## src/rtl/chiptune_pkg.sv

```systemverilog
// Shared types and constants for the chiptune voice engine: note-field layout,
// waveform encoding, per-octave phase increments and the noise LFSR step.
package chiptune_pkg;

    typedef enum logic [1:0] {
        WAVE_SQR   = 2'd0,
        WAVE_PULSE = 2'd1,
        WAVE_TRI   = 2'd2,
        WAVE_NOISE = 2'd3
    } wave_t;

    typedef enum logic {
        SEQ_IDLE = 1'b0,
        SEQ_TRIG = 1'b1
    } seq_state_t;

    // One channel's byte in note_data, MSB first: {trig, wave[1:0], oct[1:0], note[2:0]}
    typedef struct packed {
        logic       trig;
        wave_t      wave;
        logic [1:0] oct;
        logic [2:0] note;
    } note_t;

    localparam int NOTE_LSB = 0;
    localparam int OCT_LSB  = 3;
    localparam int WAVE_LSB = 5;
    localparam int TRIG_BIT = 7;
    localparam int FIELD_W  = 8;

    localparam logic [7:0] NOTE_INC [0:7] = '{
        8'd86, 8'd91, 8'd97, 8'd102, 8'd108, 8'd115, 8'd122, 8'd129
    };

    localparam logic [14:0] LFSR_SEED = 15'h0001;

    // Fibonacci form of x^15 + x^14 + 1, shifting towards the MSB
    function automatic logic [14:0] lfsr_step(input logic [14:0] cur);
        return {cur[13:0], cur[14] ^ cur[13]};
    endfunction

endpackage

```

## src/rtl/chiptune_voice.sv

```systemverilog
// One synthesiser voice: phase accumulator, envelope, noise LFSR and the
// combinational waveform shaper feeding the mixer.
module chiptune_voice
    import chiptune_pkg::*;
#(
    parameter int         PHASE_W = 16,
    parameter int         VOL_W   = 6,
    parameter logic [3:0] DECAY   = 4'd2
) (
    input  logic             clk,
    input  logic             rst_n,
    input  logic             sample_stb,
    input  logic             decay_en,
    input  logic             seq_trig,
    input  note_t            note,
    output logic [VOL_W-1:0] voice_out
);

    localparam logic [VOL_W-1:0] VOL_MAX = {VOL_W{1'b1}};

    logic [PHASE_W-1:0] phase_q, phase_d;
    logic [VOL_W-1:0]   vol_q, vol_d;
    logic [14:0]        lfsr_q, lfsr_d;
    logic               sb_prev_q, sb_prev_d;
    logic [4:0]         win_s;
    logic [3:0]         tri_s;
    logic [VOL_W+3:0]   tri_prod_s;

    // Five-bit window whose MSB is the octave-selected raw bit
    always_comb begin
        case (note.oct)
            2'd0:    win_s = phase_q[PHASE_W-1 -: 5];
            2'd1:    win_s = phase_q[PHASE_W-2 -: 5];
            2'd2:    win_s = phase_q[PHASE_W-3 -: 5];
            2'd3:    win_s = phase_q[PHASE_W-4 -: 5];
            default: win_s = phase_q[PHASE_W-1 -: 5];
        endcase
        tri_s      = win_s[4] ? ~win_s[3:0] : win_s[3:0];
        tri_prod_s = {{VOL_W{1'b0}}, tri_s} * {4'b0000, vol_q};
    end

    // Next-state for phase, envelope (trigger beats decay) and noise
    always_comb begin
        sb_prev_d = win_s[4];
        if (sample_stb) begin
            phase_d = phase_q + {{(PHASE_W-8){1'b0}}, NOTE_INC[note.note]};
        end else begin
            phase_d = phase_q;
        end
        if (seq_trig && note.trig) begin
            vol_d = VOL_MAX;
        end else if (decay_en) begin
            vol_d = vol_q - (vol_q >> DECAY);
        end else begin
            vol_d = vol_q;
        end
        if (win_s[4] && !sb_prev_q) begin
            lfsr_d = lfsr_step(lfsr_q);
        end else begin
            lfsr_d = lfsr_q;
        end
    end

    // Voice state registers
    always_ff @(posedge clk or negedge rst_n) begin
        if (!rst_n) begin
            phase_q   <= {PHASE_W{1'b0}};
            vol_q     <= {VOL_W{1'b0}};
            lfsr_q    <= LFSR_SEED;
            sb_prev_q <= 1'b0;
        end else begin
            phase_q   <= phase_d;
            vol_q     <= vol_d;
            lfsr_q    <= lfsr_d;
            sb_prev_q <= sb_prev_d;
        end
    end

    // Waveform shaping; the mixer registers the result
    always_comb begin
        case (note.wave)
            WAVE_SQR:   voice_out = win_s[4] ? vol_q : {VOL_W{1'b0}};
            WAVE_PULSE: voice_out = (win_s[4] && win_s[3]) ? vol_q : {VOL_W{1'b0}};
            WAVE_TRI:   voice_out = tri_prod_s[VOL_W+3:4];
            WAVE_NOISE: voice_out = lfsr_q[0] ? vol_q : {VOL_W{1'b0}};
            default:    voice_out = {VOL_W{1'b0}};
        endcase
    end

endmodule

```

## src/rtl/chiptune_voice_engine.sv

```systemverilog
// N-voice chiptune engine: song sequencer FSM stepping on frame ticks,
// per-voice generators, registered mixer and first-order sigma-delta PWM.
module chiptune_voice_engine
    import chiptune_pkg::*;
#(
    parameter int                  NUM_CH         = 3,
    parameter int                  PHASE_W        = 16,
    parameter int                  VOL_W          = 6,
    parameter int                  SONG_LEN       = 288,
    parameter int                  TICKS_PER_BEAT = 6,
    parameter logic [4*NUM_CH-1:0] CH_DECAY       = {4'd2, 4'd2, 4'd3}
) (
    input  logic                                  clk,
    input  logic                                  rst_n,
    input  logic                                  run,
    input  logic                                  sample_stb,
    input  logic                                  tick_stb,
    input  logic [NUM_CH-1:0]                     mute,
    output logic [$clog2(SONG_LEN)-1:0]           song_addr,
    input  logic [8*NUM_CH-1:0]                   note_data,
    output logic [VOL_W+$clog2(NUM_CH)-1:0]       mix_out,
    output logic                                  audio_pwm
);

    localparam int SA_W   = $clog2(SONG_LEN);
    localparam int MIX_W  = VOL_W + $clog2(NUM_CH);
    localparam int BEAT_W = $clog2(TICKS_PER_BEAT);
    localparam logic [SA_W-1:0]   ADDR_LAST = SA_W'(SONG_LEN - 1);
    localparam logic [BEAT_W-1:0] BEAT_LAST = BEAT_W'(TICKS_PER_BEAT - 1);

    seq_state_t        state_q, state_d;
    logic [BEAT_W-1:0] beat_q, beat_d;
    logic [SA_W-1:0]   song_addr_q, song_addr_d;
    logic [MIX_W-1:0]  mix_q, mix_d;
    logic [MIX_W-1:0]  pwm_acc_q, pwm_acc_d;
    logic              pwm_q, pwm_d;
    logic [MIX_W:0]    acc_sum_s;
    logic              beat_wrap_s;
    logic              decay_en_s;
    logic              seq_trig_s;
    note_t             notes_s [NUM_CH];
    logic [VOL_W-1:0]  voice_out_s [NUM_CH];

    // Sequencer next-state: a beat boundary moves the song and opens TRIG
    always_comb begin
        beat_wrap_s = tick_stb && run && (beat_q == BEAT_LAST);
        decay_en_s  = tick_stb && !beat_wrap_s;
        seq_trig_s  = (state_q == SEQ_TRIG);
        if (beat_wrap_s) begin
            beat_d      = {BEAT_W{1'b0}};
            song_addr_d = (song_addr_q == ADDR_LAST) ? {SA_W{1'b0}}
                                                     : song_addr_q + {{(SA_W-1){1'b0}}, 1'b1};
        end else if (tick_stb && run) begin
            beat_d      = beat_q + {{(BEAT_W-1){1'b0}}, 1'b1};
            song_addr_d = song_addr_q;
        end else begin
            beat_d      = beat_q;
            song_addr_d = song_addr_q;
        end
        case (state_q)
            SEQ_IDLE: state_d = beat_wrap_s ? SEQ_TRIG : SEQ_IDLE;
            SEQ_TRIG: state_d = SEQ_IDLE;
            default:  state_d = SEQ_IDLE;
        endcase
    end

    // Sequencer FSM and position registers
    always_ff @(posedge clk or negedge rst_n) begin
        if (!rst_n) begin
            state_q     <= SEQ_IDLE;
            beat_q      <= {BEAT_W{1'b0}};
            song_addr_q <= ADDR_LAST;
        end else begin
            state_q     <= state_d;
            beat_q      <= beat_d;
            song_addr_q <= song_addr_d;
        end
    end

    genvar gc;
    generate
        for (gc = 0; gc < NUM_CH; gc++) begin : g_ch
            assign notes_s[gc] = note_t'(note_data[gc*FIELD_W +: FIELD_W]);

            chiptune_voice #(
                .PHASE_W (PHASE_W),
                .VOL_W   (VOL_W),
                .DECAY   (CH_DECAY[gc*4 +: 4])
            ) u_voice (
                .clk        (clk),
                .rst_n      (rst_n),
                .sample_stb (sample_stb),
                .decay_en   (decay_en_s),
                .seq_trig   (seq_trig_s),
                .note       (notes_s[gc]),
                .voice_out  (voice_out_s[gc])
            );
        end
    endgenerate

    // Mixer sum and sigma-delta accumulation; MIX_W is sized to never overflow
    always_comb begin
        mix_d = {MIX_W{1'b0}};
        for (int c = 0; c < NUM_CH; c++) begin
            if (!mute[c]) begin
                mix_d = mix_d + MIX_W'(voice_out_s[c]);
            end else begin
                mix_d = mix_d;
            end
        end
        acc_sum_s = {1'b0, pwm_acc_q} + {1'b0, mix_q};
        pwm_d     = acc_sum_s[MIX_W];
        pwm_acc_d = acc_sum_s[MIX_W-1:0];
    end

    // Mixer and PWM registers
    always_ff @(posedge clk or negedge rst_n) begin
        if (!rst_n) begin
            mix_q     <= {MIX_W{1'b0}};
            pwm_acc_q <= {MIX_W{1'b0}};
            pwm_q     <= 1'b0;
        end else begin
            mix_q     <= mix_d;
            pwm_acc_q <= pwm_acc_d;
            pwm_q     <= pwm_d;
        end
    end

    assign song_addr = song_addr_q;
    assign mix_out   = mix_q;
    assign audio_pwm = pwm_q;

endmodule

```

## config.mk

```make
export PLATFORM = sky130hd
export DESIGN_NAME = chiptune_voice_engine
export DESIGN_NICKNAME = d
export VERILOG_FILES = /design/src/rtl/chiptune_pkg.sv /design/src/rtl/chiptune_voice.sv /design/src/rtl/chiptune_voice_engine.sv
export SDC_FILE = /design/constraint.sdc
export NUM_CORES = 1
export LEC_CHECK = 0
export ABC_CLOCK_PERIOD_IN_PS = 15900
export CORE_UTILIZATION = 60
export DETAILED_ROUTE_END_ITERATION = 7
export GPL_ROUTABILITY_DRIVEN = 0
export HOLD_SLACK_MARGIN = 0.05
export PLACE_DENSITY = 0.79
export SLEW_MARGIN = 20
export SYNTH_ARGS = -nofsm -noshare
export SYNTH_HDL_FRONTEND = slang
export SYNTH_HIERARCHICAL = 1
export SYNTH_SLANG_ARGS = --single-unit
```

## constraint.sdc

```tcl
create_clock -name clk -period 15.9 [get_ports clk]
set_input_delay 2.385 -clock clk [delete_from_list [all_inputs] [get_ports clk]]
set_output_delay 2.385 -clock clk [all_outputs]
set_load 0.01 [all_outputs]
```

==> results.md, run 1 <==
* Setup Fix Bufs, Post-CTS at 0
* Final max-slew violation count at 0
* Number of synthesized flops with an enable pin at 0
* Static Leak at around 6.0 nW
* Port Buffers at between 40 and 50
* Synth top area cells: dfrtp_1 (31%), ha_1 (13%), mux2_2 (7.7%)
* Vias per cell at about 5.7
* Seq cells post-synth at approximately 140
* Worst-Skew Late Latency at around 430 ps
* Async S/R FF share, synth at 100%
* Ys Warns at 6
* Cell taking the most area after synthesis: dfrtp_1
* CTS clk-pin slew, worst paths at 60 ps
* CTS Root Cell: clkbuf_16
* Cell Area, Synth at approximately 11000 µm²
* Synthesized net count at 1237
* Crit-path cells: clkdlybuf4s50_1 > mux4_1 > xor2_1 > nand2_1 > fa_1 > inv_1 > fa_1 > ha_1 > and4_1 > or4b_4 > nand3b_1 > a211oi_1 > o31ai_1 > inv_1 > fa_1 > xor2_1 > nor2_1 > xnor2_1 > ha_1 > o21ai_0 > o21ai_0 > a21o_1 > a21oi_1 > nor3b_1
* Cell seen most often among critical-path stages: fa_1
* Critical Path Max Stage Delay at ~790 ps
* Slew @ Worst Pin at 817 ps
* Largest net degree at the start of global routing at 93
* Share of layout cells above drive strength 1 at 13.5%
* Diodes inserted at 0
* Critical Path End Type: flip-flop
* Post-route insts no fill at 1351
* Slowest CP cell: mux4_1
* Site Rows at 49
* Drt pass-1 iters at 5
* P&R area growth vs syn at 11.9%
* Die footprint at 18800 µm²
* Hold buffers post-CTS at 0
* First-pass GRT wire length at around 34 mm
* Largest family of logic cells by synthesized area: adder cells
* Post-synth cell types at approximately 70
* # DRC at 0
* TritonCTS clock tree: yes
* Post-Synth XOR/XNOR Area at 7.83%
* Final hold slack at ~470 ps
* Most common flop cell mapped by yosys: dfrtp_1
* Most frequent cell after synthesis: dfrtp_1
* Type of the most critical hold path: flip-flop to flip-flop
* Max-Cap Viols at 0
* Status: finished, final reports clean
* Routed WL per cell at 14.7 µm
* CP Data Arrival Time at approximately 9300 ps
* Mapped Cells at around 1100
* CORE AREA at between 15000 and 20000 µm²
* Sequential cell area fraction in the yosys report at between 30% and 40%
* PwrDens at ~180 nW/µm²
* Vias in the first global route at between 7000 and 8000
* Max clock buf depth at 2
* Worst vdd ir at roughly 0.11 mV
* Clock sink count at roughly 140
* Setup-failing EPs final at 0
* Adder-Cell Fraction of Synth Area at between 10% and 20%
* Mean Syn Cell Area at roughly 10 µm²
* Final net count at roughly 1300
* Overflow after GRT at 0
* Skew final at 10.1 ps
* Hpwl dp at about 15 mm
* Overall via count from detail_route at between 7000 and 8000
* Share of the synthesized area in the top cell type at roughly 31%
* Final worst-path cycle share at a little under three fifths
* Fin crit period at roughly 9000 ps
* RSZ-0062 raised after global routing: no
* Simple-gate area share of the yosys netlist at 14.1%
* Cells after DPL at approximately 1300
* Antenna Nets Post-Route at 0
* # IOs at 50
* Antenna violations before repair at 0
* PostCTS Resize Cnt at 0
* Peak Freq at roughly 110 MHz
* Setup TNS Final at 0 ps
* Fillers at approximately 1300
* Crit start category: input port
* Chip width at 137 µm
* WL final at 19.9 mm
* Multiplexer share of the synthesized area at between 10 and 15%
* Starting Density at approximately 61%
* Die Y at between 100 and 150 µm
* H-tree depth at 4
* Hold Vio Cnt, Final at 0
* Worst endpoint required time at about 16000 ps
* Slew margin rel. at between 40% and 50%
* Top cells by count, synth: dfrtp_1 (135), ha_1 (111), nand2_1 (104)
* Num CTS Buffers at 17
* GRT Resource Usage Total at a little under a quarter
* CP Class: input port to flip-flop
* Worst-path maximum fanout at 8
* Synth Area in Compound Gates at approximately 11%
* Detailed Route Iter0 Violations at between 300 and 400
## routing by layer
| metal | wire, µm | up-vias | global-route usage, % | part of all wire [%] |
|---|---|---|---|---|
| met4 | 284 | 0 | 7.33 | 1.4 |
| met2 | 9310 | 97 | 38.0 | 47 |
| li1 | - | 3823 | - | - |
| met3 | 556 | 22 | 3.97 | 2.8 |
| met1 | 9750 | 3698 | 30.8 | 49 |
| met5 | 0 | - | 0 | 0 |
## placed cells by master, fill, tap and decap left out, types with 5 or more instances in the layout
master / count
nor3_1: 9
nand4_1: 9
fa_1: 30
o21bai_1: 7
nand3b_1: 5
inv_1: 72
o21ai_1: 5
mux2_2: 75
mux4_1: 9
nand3_1: 13
clkbuf_16: 17
xnor2_1: 64
dfstp_2: 9
clkdlybuf4s50_1: 48
nand2b_1: 16
a211oi_1: 6
nor2_1: 41
nand2_1: 104
and3_1: 10
and4_1: 7
ha_1: 111
inv_6: 5
a31oi_1: 11
xor2_1: 34
o21a_1: 6
a21o_1: 21
and2_1: 47
nor2b_1: 16
o31ai_1: 6
o21ai_0: 52
a21oi_1: 42
dfrtp_1: 135
mux4_2: 6
## registers in the layout, indices dropped and copies added (netlist names)
register and count:
g_ch.u_voice/lfsr_q 45, audio_pwm 1, beat_q 3, seq_trig_s 1, mix_out 8, song_addr 9, g_ch.u_voice/phase_q 48, g_ch.u_voice/vol_q 18
pwm_acc_q 8, g_ch.u_voice/sb_prev_q 3
## cell type report
cell class,count,area (µm²),share of cell area (%)
clock buffer,18,439,3.58
tap,229,287,2.34
inverter,75,282,2.29
sequential,144,3610,29.5
clock inverter,14,214,1.74
multi-input combinational,819,6920,56.4
timing repair buffer,52,514,4.19
## logic make-up after synthesis
family,after synthesis
fa+ha+maj,143
buf+inv,101
flops,144
mux,94
simple gates,297
compound gates,187
xor+xnor,98
## critical path, delay by kind of cell
family | cells | cell delay, ps
buffers and inverters | 3 | 780
AND/OR/NAND/NOR | 6 | 1190
multiplexers | 1 | 790
adder cells (fa/ha/maj) | 5 | 2090
XOR/XNOR | 3 | 760
AO/OA/AOI/OAI | 6 | 1310
## power breakdown
part	leakage (nW)	internal (mW)	switching (mW)	total, mW
clock	0.318	0.273	0.171	0.444
combinational	3.82	0.548	0.599	1.15
sequential	1.82	0.467	0.116	0.584
## path summary, 6_finish.rpt
check                                            startpoint                          to  slack [ps]  cells past startpoint
worst min-delay path                           pwm_acc_q[0]                pwm_acc_q[0]         470                      1
max in group asynchronous                             rst_n   g_ch[0].u_voice/sb_prev_q       12680                      2
min in group asynchronous                             rst_n  g_ch[2].u_voice/lfsr_q[10]        2010                      1
worst min register to register                 pwm_acc_q[0]                pwm_acc_q[0]         470                      1
worst max register to register  g_ch[1].u_voice/phase_q[13]                  mix_out[7]        9070                     23
worst max-delay path                          note_data[11]                  mix_out[7]        6860                     24
## stage by stage
stage          util (%)  cell area, µm²  setup slack (ps)  power, mW
6_report           68.3           12300              6860       2.18
2_1_floorplan         -           11000              7670       1.48
3_5_place_dp       64.7           11600              6480       1.73
5_1_grt            68.3           12300              6460       2.39
3_3_place_gp       64.7           11600              6750       1.69
4_1_cts            68.3           12300              6880       2.19
Note: power is estimated with default switching activity, not from simulation.
==> run 2: changes to the inputs <==
--- a/config.mk
+++ b/config.mk
@@ -5,7 +5,7 @@
 export SDC_FILE = /design/constraint.sdc
 export NUM_CORES = 1
 export LEC_CHECK = 0
-export ABC_CLOCK_PERIOD_IN_PS = 15900
+export ABC_CLOCK_PERIOD_IN_PS = 9160
 export CORE_UTILIZATION = 60
 export DETAILED_ROUTE_END_ITERATION = 7
 export GPL_ROUTABILITY_DRIVEN = 0
==> constraint.sdc (replaced) <==
create_clock -name clk -period 9.16 [get_ports clk]
set_input_delay 1.374 -clock clk [delete_from_list [all_inputs] [get_ports clk]]
set_output_delay 1.374 -clock clk [all_outputs]
set_load 0.01 [all_outputs]
==> results.md, run 2 (same netlist as run 1, synthesis figures left out) <==
* Register area at 3610 µm² (unchanged)
* Max-Cap Viols at 0 (unchanged)
* Diodes inserted at 0 (unchanged)
* CTS Root Cell: clkbuf_16
* Antenna Nets Post-Route at 0 (unchanged)
* P&R area growth vs syn at 11.7%
* TritonCTS clock tree: yes
* Post-route insts no fill at 1351 (unchanged)
* WHS Endpoint: pwm_acc_q[0]
* Type of the most critical hold path: flip-flop to flip-flop
* Share of layout cells above drive strength 1 at 13.5% (-0.089 points)
* Port Buffers at 49 (unchanged)
* Critical Path End Type: flip-flop
* RSZ-0062 raised after global routing: no
* Most flops, register: g_ch.u_voice/phase_q
* Commonest non-fill, non-tap cell in the layout: dfrtp_1
* DP Area at 11600 µm² (unchanged)
* Die Y at 137 µm (unchanged)
* # DRC at 0 (unchanged)
* Setup Fix Bufs, Post-CTS at 0 (unchanged)
* Setup TNS Final at 0 ps (unchanged)
* PwrDens at 306 nW/µm² (+73%)
* Post-route design area at 12200 µm² (-0.18%)
* Hold buffers post-CTS at 0 (unchanged)
* Top Layer Used: met4
* Met3 WL post-DR at 734 µm (+32%)
* Buf/Inv on CP at 3 (unchanged)
* Met2 WL post-DR at 9.61 mm (+3.2%)
* DP Worst Slack at 764 ps (-5710 ps)
* Static Leak at 5.95 nW (-0.18%)
* Reg2reg setup slack at 2430 ps (-6640 ps)
* Cell seen most often among critical-path stages: xor2_1
* FF-to-FF End: mix_out[6]
* Commonest non-fill, non-tap cells in the layout: dfrtp_1 (135), ha_1 (111), nand2_1 (104), mux2_2 (75), inv_1 (72)
* Min-delay src: pwm_acc_q[0]
* Worst endpoint required time at 9510 ps (-6670 ps)
* Peak Freq at 126 MHz
* PostCTS Resize Cnt at 0 (unchanged)
* Worst-Skew Late Latency at 430 ps (about the same)
* RR Startpoint: g_ch[1].u_voice/phase_q[13]
* Clk pwr share at 19.9% (-0.5 points)
* Critical Path Max Stage Delay at 780 ps (about the same)
* CP Data Arrival Time at 8310 ps (-1010 ps)
* Site Rows at 49 (unchanged)
* Num CTS Buffers at 17 (unchanged)
* Cells after DPL at 1319 (unchanged)
* Die footprint at 18800 µm² (unchanged)
* Slew @ Worst Pin at 829 ps (+11.9 ps)
* CTS clk-pin slew, worst paths at 60 ps (about the same)
* Final max-slew violation count at 0 (unchanged)
* Sw power at 1.53 mW (+73%)
* Largest registers: g_ch.u_voice/phase_q: 48 flops, g_ch.u_voice/lfsr_q: 45 flops, g_ch.u_voice/vol_q: 18 flops
* Slew margin rel. at 44.7% (-0.79 points)
* H-tree depth at 4 (unchanged)
* Worst-path maximum fanout at 8 (unchanged)
* Detailed Route Iter0 Violations at 322 (-1.5%)
* M1 wire length at 9.56 mm (-1.9%)
* Final worst-path cycle share at roughly 87%
* Overflow after GRT at 0 (unchanged)
* Max clock buf depth at 2 (unchanged)
* CP Class: input port to flip-flop
* First-pass GRT wire length at 35.0 mm (+2.5%)
* Final net count at 1282 (unchanged)
* Area of the multi-input gates at 6920 µm² (unchanged)
* Fin crit period at approximately 8000 ps
* Worst vdd ir at 0.185 mV (+64%)
* Antenna violations before repair at 0 (unchanged)
* Delay-heaviest family, CP: adder cells
* Clock sink count at 144 (unchanged)
* Combinational share of power at 53.0% (+0.2 points)
* Pwr Total at 3.75 mW (+73%)
* # IOs at 50 (unchanged)
* Chip width at 137 µm (unchanged)
* Hold Vio Cnt, Final at 0 (unchanged)
* Skew final at 9.67 ps (-0.432 ps)
* WP depth at 25 (+4.2%)
* Vias per cell at 5.71 (+0.98%)
* Hpwl dp at 14.8 mm (+0.67%)
* Overall via count from detail_route at 7715 (+0.98%)
* Flop pwr share at 27.1% (+0.3 points)
* Status: finished, final reports clean
* GRT Resource Usage Total at 23.4% (+0.36 points)
* R2R depth at 24 (+4.3%)
* Setup-failing EPs final at 0 (unchanged)
* Fillers at 1357 (+0.67%)
* WL final at 20.1 mm (+1.1%)
* Largest net degree at the start of global routing at 93 (unchanged)
* Final worst slack at 1200 ps (-5660 ps)
* Worst hold stages at 1 (unchanged)
* Starting Density at 61.0% (unchanged)
* CORE AREA at 18000 µm² (unchanged)
* Slowest CP cell: mux4_1
* Routed WL per cell at 14.9 µm (+1.1%)
* Vias in the first global route at 7720 (+2.8%)
* Drt pass-1 iters at 5 (unchanged)
* Crit start category: input port
* Internal Pwr Total at 2.22 mW (+73%)
* Max reg flops at 48 (unchanged)
* Sw Share at 40.8% (about the same)
run 2: through the flow:
stage | utilization [%] | hold slack (ps)
after floorplan | - | 434
after global placement | 64.7 | 453
after detailed placement | 64.7 | 460
after CTS | 68.2 | 472
after global routing | 68.2 | 487
final | 68.2 | 468
run 2: final cells by class:
class | instances | area share, %
timing repair buffer | 52 | 4.20
multi-input combinational | 819 | 56.5
clock buffer | 18 | 3.50
clock inverter | 14 | 1.64
sequential | 144 | 29.5
tap | 229 | 2.34
inverter | 75 | 2.30
run 2: layer usage:
layer	vias to the layer above	track usage, %
met4	0	6.11
met2	116	39.0
li1	3809	-
met3	19	4.60
met1	3771	31.1
met5	-	0
run 2: worst reg2reg max path, cell delays in order (launching register included):
cell and delay [ps]:
dfrtp_1 440, mux4_1 700, xor2_1 450, nand2_1 150, fa_1 530, inv_1 60
fa_1 470, ha_1 280, and4_1 200, or4b_4 500, nand3b_1 140, a211oi_1 90
o31ai_1 340, ha_1 290, a21oi_1 160, maj3_2 250, xor2_1 200, nor2_1 80
xor2_1 160, ha_1 330, inv_1 50, o21ai_0 270, a211oi_1 120, nor3_1 220
xor2_1 160
run 2: worst max path at each step:
| stage | start | slack, ps | to |
|---|---|---|---|
| after floorplan | note_data[11] | 1940 | mix_out[6] |
| after global placement | note_data[11] | 1020 | mix_out[6] |
| after detailed placement | note_data[11] | 760 | mix_out[6] |
| after CTS | note_data[11] | 1220 | mix_out[6] |
| after global routing | note_data[11] | 750 | mix_out[6] |
| final | note_data[11] | 1200 | mix_out[6] |
run 2: power by group through the flow:
stage                     sequential, mW  clock [mW]  combinational [mW]
after global placement              1.01           0                1.92
after CTS                           1.02       0.764                2.00
after detailed placement            1.02           0                1.97
after floorplan                    0.948           0                1.62
final                               1.02       0.748                1.99
after global routing                1.05       0.789                2.29
